**src/rtl/wb_forward_pipe.sv**
```systemverilog
// Writeback pipeline with register-file forwarding.
// STAGES slots carry {valid, addr, data}; slot 0 is youngest and slot STAGES-1
// drives the register-file write port. Lookups return the youngest valid match.
module wb_forward_pipe #(
   parameter int DWIDTH = 32,
   parameter int AWIDTH = 5,
   parameter int STAGES = 2,
   parameter int FWD_EN = 1
) (
   input  logic              wf_clk,
   input  logic              wf_rst,
   input  logic              wf_i_valid,
   input  logic              wf_i_we_reg,
   input  logic [AWIDTH-1:0] wf_i_addr_rd,
   input  logic [DWIDTH-1:0] wf_i_data_rd,
   input  logic              wf_i_stall,
   input  logic              wf_i_flush,
   input  logic [AWIDTH-1:0] wf_i_addr_rs1,
   input  logic [AWIDTH-1:0] wf_i_addr_rs2,
   output logic              wf_o_fwd_rs1_hit,
   output logic              wf_o_fwd_rs2_hit,
   output logic [DWIDTH-1:0] wf_o_fwd_rs1_data,
   output logic [DWIDTH-1:0] wf_o_fwd_rs2_data,
   output logic              wf_o_we,
   output logic [AWIDTH-1:0] wf_o_addr_rd,
   output logic [DWIDTH-1:0] wf_o_data_rd,
   output logic              wf_o_busy,
   output logic [31:0]       wf_o_retire_cnt
);

   logic              slot_valid [STAGES];
   logic [AWIDTH-1:0] slot_addr  [STAGES];
   logic [DWIDTH-1:0] slot_data  [STAGES];
   logic [31:0]       retire_cnt;
   logic              in_valid;

   // Writes to x0 are never tracked, so they can neither commit nor forward.
   assign in_valid = wf_i_valid & wf_i_we_reg & (wf_i_addr_rd != '0);

   // Slot shift register: flush clears all valids (the oldest commits this
   // cycle through the write port), stall holds, otherwise shift by one.
   always_ff @(posedge wf_clk or negedge wf_rst) begin
      if (!wf_rst) begin
         for (int unsigned k = 0; k < STAGES; k++) begin
            slot_valid[k] <= 1'b0;
            slot_addr[k]  <= '0;
            slot_data[k]  <= '0;
         end
      end else if (wf_i_flush) begin
         for (int unsigned k = 0; k < STAGES; k++) begin
            slot_valid[k] <= 1'b0;
         end
      end else if (!wf_i_stall) begin
         slot_valid[0] <= in_valid;
         slot_addr[0]  <= wf_i_addr_rd;
         slot_data[0]  <= wf_i_data_rd;
         for (int unsigned k = 1; k < STAGES; k++) begin
            slot_valid[k] <= slot_valid[k-1];
            slot_addr[k]  <= slot_addr[k-1];
            slot_data[k]  <= slot_data[k-1];
         end
      end
   end

   // Flush overrides stall, so the oldest entry still commits on a flush.
   assign wf_o_we         = slot_valid[STAGES-1] & (~wf_i_stall | wf_i_flush);
   assign wf_o_addr_rd    = slot_addr[STAGES-1];
   assign wf_o_data_rd    = slot_data[STAGES-1];
   assign wf_o_retire_cnt = retire_cnt;

   // Busy whenever any slot holds a valid entry.
   always_comb begin
      wf_o_busy = 1'b0;
      for (int unsigned k = 0; k < STAGES; k++) begin
         wf_o_busy = wf_o_busy | slot_valid[k];
      end
   end

   // Forward lookup: scan oldest to youngest so the youngest match wins.
   always_comb begin
      wf_o_fwd_rs1_hit  = 1'b0;
      wf_o_fwd_rs2_hit  = 1'b0;
      wf_o_fwd_rs1_data = '0;
      wf_o_fwd_rs2_data = '0;
      if (FWD_EN != 0) begin
         for (int unsigned k = 0; k < STAGES; k++) begin
            if (slot_valid[STAGES-1-k] && (wf_i_addr_rs1 != '0) &&
                (slot_addr[STAGES-1-k] == wf_i_addr_rs1)) begin
               wf_o_fwd_rs1_hit  = 1'b1;
               wf_o_fwd_rs1_data = slot_data[STAGES-1-k];
            end
            if (slot_valid[STAGES-1-k] && (wf_i_addr_rs2 != '0) &&
                (slot_addr[STAGES-1-k] == wf_i_addr_rs2)) begin
               wf_o_fwd_rs2_hit  = 1'b1;
               wf_o_fwd_rs2_data = slot_data[STAGES-1-k];
            end
         end
      end
   end

   // Committed-write counter, wraps naturally at 32 bits.
   always_ff @(posedge wf_clk or negedge wf_rst) begin
      if (!wf_rst) begin
         retire_cnt <= '0;
      end else if (wf_o_we) begin
         retire_cnt <= retire_cnt + 32'd1;
      end
   end

endmodule

```
**config.mk**
```make
export PLATFORM = sky130hd
export DESIGN_NAME = wb_forward_pipe
export DESIGN_NICKNAME = d
export VERILOG_FILES = /design/src/rtl/wb_forward_pipe.sv
export SDC_FILE = /design/constraint.sdc
export NUM_CORES = 1
export LEC_CHECK = 0
export CAP_MARGIN = 30
export CORE_UTILIZATION = 43
export CTS_CLUSTER_SIZE = 12
export DETAILED_ROUTE_END_ITERATION = 8
export PLACE_DENSITY_LB_ADDON = 0.12
export SETUP_SLACK_MARGIN = 0.4
export SKIP_LAST_GASP = 1
export SLEW_MARGIN = 20
export SYNTH_ARGS = -nofsm -noshare
export SYNTH_HDL_FRONTEND = slang
export SYNTH_SLANG_ARGS = --single-unit
```
**constraint.sdc**
```tcl
create_clock -name wf_clk -period 1.95 [get_ports wf_clk]
set_input_delay 0.39 -clock wf_clk [delete_from_list [all_inputs] [get_ports wf_clk]]
set_output_delay 0.39 -clock wf_clk [all_outputs]
set_load 0.02 [all_outputs]
```
* Word-level counts from Yosys, hierarchy flattened
Cells that the tools add are included.
** Word-level totals
- Word-level logic and storage cells :: 42
- Output and inout bits :: 137
- Input port bits :: 53
- Flip-flop bits (word level) :: 108
** Operators by class
- Add/subtract/negate cells :: 1
- Reduce and logical (&&, ||, !) cells :: 12
- Multiplexer cells :: 10
- Bitwise logic cells :: 7
- Eq/ne operators :: 5
** Operator list (number)
- $mux W32 :: 4
- $add A32 B1 Y32 const B :: 1
- $eq A5 B5 Y1 :: 4
- $reduce_bool A5 Y1 :: 3
- $logic_and A1 B1 Y1 :: 8
- $mux W1 :: 4
- $mux W2 :: 2
- $and A1 B1 Y1 :: 3
- $ne A2 B1 Y1 const B :: 1
- $not A1 Y1 :: 2
- $or A1 B1 Y1 :: 2
- $reduce_and A2 Y1 :: 1

* Depth between registers and ports, before layout
- Depth after elaboration :: 5
- Gate-level depth with buffers :: 6
- Depth with buffers taken out :: 5

* Worst setup path before layout
OpenSTA, ideal clock, no wires.
- Path type :: reg-to-output
- Start point :: register slot_addr[5] in the netlist's numbering
- End point :: output port wf_o_fwd_rs2_data[10]
- Path buffers :: 1
- Required time :: 1560 ps
- Stages on the path, launching flop included :: 6
- Path slack :: -64 ps
- Arrival time :: 1624 ps
- Path through :: dfrtp_1 xor2_1 nor4_2 nand4_2 buf_6 mux2_4
** Between the ends
- Longest elaborated chain between the ends :: 3
** Ends and longest elaborated chain
- start: declaration :: line 32 : logic [AWIDTH-1:0] slot_addr [STAGES];
- start signal: indexed assignment :: line 59 : slot_addr[k] <= slot_addr[k-1];
- $eq A5 B5 Y1 :: line 93 : (slot_addr[STAGES-1-k] == wf_i_addr_rs2)) begin
- $logic_and A1 B1 Y1 :: line 92 : if (slot_valid[STAGES-1-k] && (wf_i_addr_rs2 != '0) &&
- $mux W32 :: line 92
- end: declaration :: line 23 : output logic [DWIDTH-1:0] wf_o_fwd_rs2_data,
No other way between the ends.

* Worst setup path after layout
- Start point :: input port wf_i_addr_rs2[3]
- End point :: output port wf_o_fwd_rs2_data[12]
** Between the ends
- Longest elaborated chain between the ends :: 5
- Elaborated cells on any way between the ends :: 9
- Classes of those cells :: eq/ne: 2; mux: 2; reduce/logical: 5
** Ends and longest elaborated chain
- start: declaration :: line 19 : input logic [AWIDTH-1:0] wf_i_addr_rs2,
- $reduce_bool A5 Y1 :: line 92
- $logic_and A1 B1 Y1 (2 in series) :: line 92
- $mux W32 :: line 92
- $mux W32 (*) :: line 92
Every way passes the cells marked *; elsewhere a longest branch is shown, timed or not.

==> impl_metrics.yaml <==
pwr:
  switching_share: 0.3143
  vdd.ir_drop.worst_v: 0.0005524
  p_int_mw: 4.336
  clock_power_share: 0.283
  power_frac_seq: 0.460
  p_comb_frac: 0.257
  power_switching_mw: 1.987
  p_leak_nw: 4.880
  powerDensity_nw_per_um2: 674.2
grt:
  grt.overflow.total: 0
  grt_pass1_wl_um: 25510
  antenna_found_initial: 0
  grt_usage: 0.2191
  grt_pass1_vias: 4875
  grt_max_degree: 51
worst_setup_path:
  cp_slowest_stage_delay_ns: 0.53
  r2r_slack_ns: 0.43
  crit_arrival_ns: 2.44
  rr_worst_depth: 4
  critPathRequiredTime_ns: 1.56
  crit_slowest_cell: "clkdlybuf4s50_1"
  crit_path_max_fanout: 32
  path_cells: "clkdlybuf4s50_1 > buf_4 > xor2_1 > nor4_4 > buf_4 > buf_12 > and3_1 > mux2_4 > dlygate4sd2_1"
  timing.rr.start: "wf_o_retire_cnt[7]"
  critPathMostFrequentCell: "buf_4"
  critPathKind: "input pin to primary output"
  cp-end-kind: "primary output"
  r2r_end: "wf_o_retire_cnt[26]"
  startpoint_type: "input pin"
finish:
  drive_above_1_share: 0.4355
  seq_area_um2: 2718
  synthToLayoutAreaGrowth_pct: 46.84
  antenna_cells: 0
  n_fill_cell: 1145
  multiInputGateArea_um2: 3502
  final_nets: 793
  fin_area_um2: 9379
synthesis:
  yosys.area.top_type_share: 0.4231
  yosysWarnings: 0
  synth_area_um2: 6387
  seq_area_frac_synth: 0.4231
  synth_cell_types: 31
  syn_nets: 588
  synth_area_leaders: "dfrtp_1 42%, mux2_2 14%, mux2_4 14%"
  avgSynthCellArea_um2: 11.96
  ys_ff_latch: 108
  synth_area_leader_cell: "dfrtp_1"
  syn_inst: 534
sta:
  rsz0062_at_grt: "yes"
  final.setup_skew_ns: 0.006040
  finalHoldViolCount: 0
  fin_crit_sh: 1.452
  fmax_ghz: 0.3532
  finalSetupViolations: 66
  timing.final.ws_setup_ns: -0.8812
  holdWs_ns: 0.4855
  slew_viol_final: 0
  worstMarginPinSlew_ns: 0.2887
  fin_crit_ns: 2.831
  tns_ns: -53.05
  slew_headroom: 0.8062
hold_path:
  hold_path_depth: 3
  min_from: "wf_i_flush"
  hp-class: "input pin to flop"
  holdPathEnd: "slot_valid[1]"
floorplan:
  start_util: 0.4395
  design.core.area_um2: 14530
  dieHeight_um: 123.9
  fp.dieW_um: 123.9
  die_area_um2: 15350
  rows: 44
  pin_count: 190
routing:
  routed_via_density: 5.259
  wl_per_cell_um: 18.09
  dr.first_iter.drc_count: 190
  ant_nets: 0
  vias: 4880
  firstDrtPassIters: 4
  route.detailed.drc: 0
  routed_wl_um: 16790
status:
  outcome: "complete, but fails checks"
  failed_checks: "negative setup slack"
clock_network:
  cts_root_buf: "clkbuf_16"
  clk_pin_slew_ns: 0.07
  cts_tree: "done"
  cts_sinks: 108
  htreeDepth: 3
  clkLatencyLatePin_ns: 0.35
  numCtsBuffers: 9
  cts.path.max_buffers: 2
placed_design:
  hpwl_um: 11850
  numPortBuffers: 189
  gp_congestion: 0.8230
  dpl_cell_area_um2: 8625
  pre_cts_ws_ns: -1.236
run:
  maxCapViolCount: 0
## power by group through the flow
stage                     logic, mW  registers, mW  clock network [mW]
after global placement         1.61           2.92                   0
after CTS                      1.61           2.90                1.83
after global routing           1.75           2.95                1.92
after detailed placement       1.64           2.95                   0
final                          1.63           2.91                1.79
after floorplan                1.04           2.86                   0
## state kept, by name, indices dropped and copies added, names as in the netlist
register,flops
wf_o_data_rd,32
slot_data,32
wf_o_addr_rd,5
wf_o_retire_cnt,32
slot_valid,2
slot_addr,5
## kinds of logic (layout without fill, tap and decap cells)
kind of cell               after synthesis  in the layout  share of synthesized area
xor gates and xnor gates                51             51                    0.06993
adders and majority gates                1              1                   0.001959
AOI/OAI and AO/OA                        4              4                   0.004504
DFF                                    108            108                     0.4231
muxes                                  140            140                     0.2807
and+or+nand+nor                        158            158                     0.1471
buffers and inverters                   72            282                    0.07267
## worst max path at each step
stage / startpoint / endpoint / cells after the start
after detailed placement: wf_i_addr_rs1[0] / wf_o_fwd_rs1_data[1] / 8
after global routing: slot_addr[7] / wf_o_fwd_rs1_data[24] / 9
final: wf_i_addr_rs2[3] / wf_o_fwd_rs2_data[12] / 9
after floorplan: slot_addr[5] / wf_o_fwd_rs1_data[10] / 5
after CTS: slot_addr[5] / wf_o_fwd_rs2_data[8] / 7
after global placement: wf_i_addr_rs1[0] / wf_o_fwd_rs1_data[1] / 8
## layout by cell type, fill, tap and decap left out, types with 11 or more instances in the layout
master	synthesis	final
mux2_2	81	81
xor2_1	40	37
nor3_1	13	11
dlygate4sd2_1	0	79
buf_12	0	11
buf_4	37	41
xnor2_1	11	11
nand2_1	24	21
dfrtp_1	108	96
clkdlybuf4s50_1	0	43
mux2_4	58	58
and3_1	69	67
buf_6	6	56
dfrtp_2	0	12
## cells in the mapped netlist
| cell | number |
|---|---|
| and3_1 | 69 |
| buf_2 | 7 |
| o2111ai_1 | 1 |
| nor2_1 | 9 |
| nor4_1 | 8 |
| buf_6 | 6 |
| a211oi_1 | 2 |
| inv_1 | 5 |
| nand4b_1 | 1 |
| nand4_2 | 2 |
| ha_1 | 1 |
| or2_2 | 1 |
| nand4_1 | 9 |
| clkbuf_2 | 1 |
| nand2b_1 | 1 |
| nand3_1 | 7 |
| dfrtp_1 | 108 |
| mux2i_1 | 1 |
| clkbuf_1 | 16 |
| buf_4 | 37 |
| and2_1 | 2 |
| nor4_2 | 4 |
| mux2_4 | 58 |
| xnor2_1 | 11 |
| nand2_1 | 24 |
| and4_1 | 7 |
| mux2_2 | 81 |
| nor3_1 | 13 |
| a21oi_1 | 1 |
| or4_1 | 1 |
| xor2_1 | 40 |
## repair_timing
item | 4_1_cts | 5_1_grt
hold buffers | 1 | 0
pin swaps | 3 | 11
endpoints found under the setup margin | 148 | 117
gates resized for setup | 344 | 88
hold endpoints to repair | 16 | 0
setup buffers | 15 | 7
gates cloned | 4 | 0
## through the flow
stage	cells	total power, mW	util
after floorplan	534	3.897	-
after CTS	921	6.345	0.6291
after global placement	885	4.535	0.5934
final	928	6.323	0.6453
after detailed placement	885	4.595	0.5934
after global routing	928	6.628	0.6453
## per-layer routing
metal,track usage,vias up,wire (um)
met3,0.04029,14,827
met1,0.2724,2452,7040
met2,0.3844,139,8706
li1,-,2275,-
met4,0.06627,0,214
met5,0,-,0
## critical path: cells and delay by family
| kind | cells | cell delay (ns) |
|---|---|---|
| mux | 1 | 0.26 |
| xor+xnor | 1 | 0.23 |
| simple gates | 2 | 0.22 |
| buf+inv | 5 | 1.32 |
## area by class of cell
cell class | instances | share of cell area
tap | 184 | 0.02455
sequential | 108 | 0.2898
clock buffer | 11 | 0.02588
multi-input combinational | 354 | 0.3734
timing repair buffer | 261 | 0.2796
clock inverter | 5 | 0.004803
inverter | 5 | 0.002001
Power figures use the tool's default switching activity.
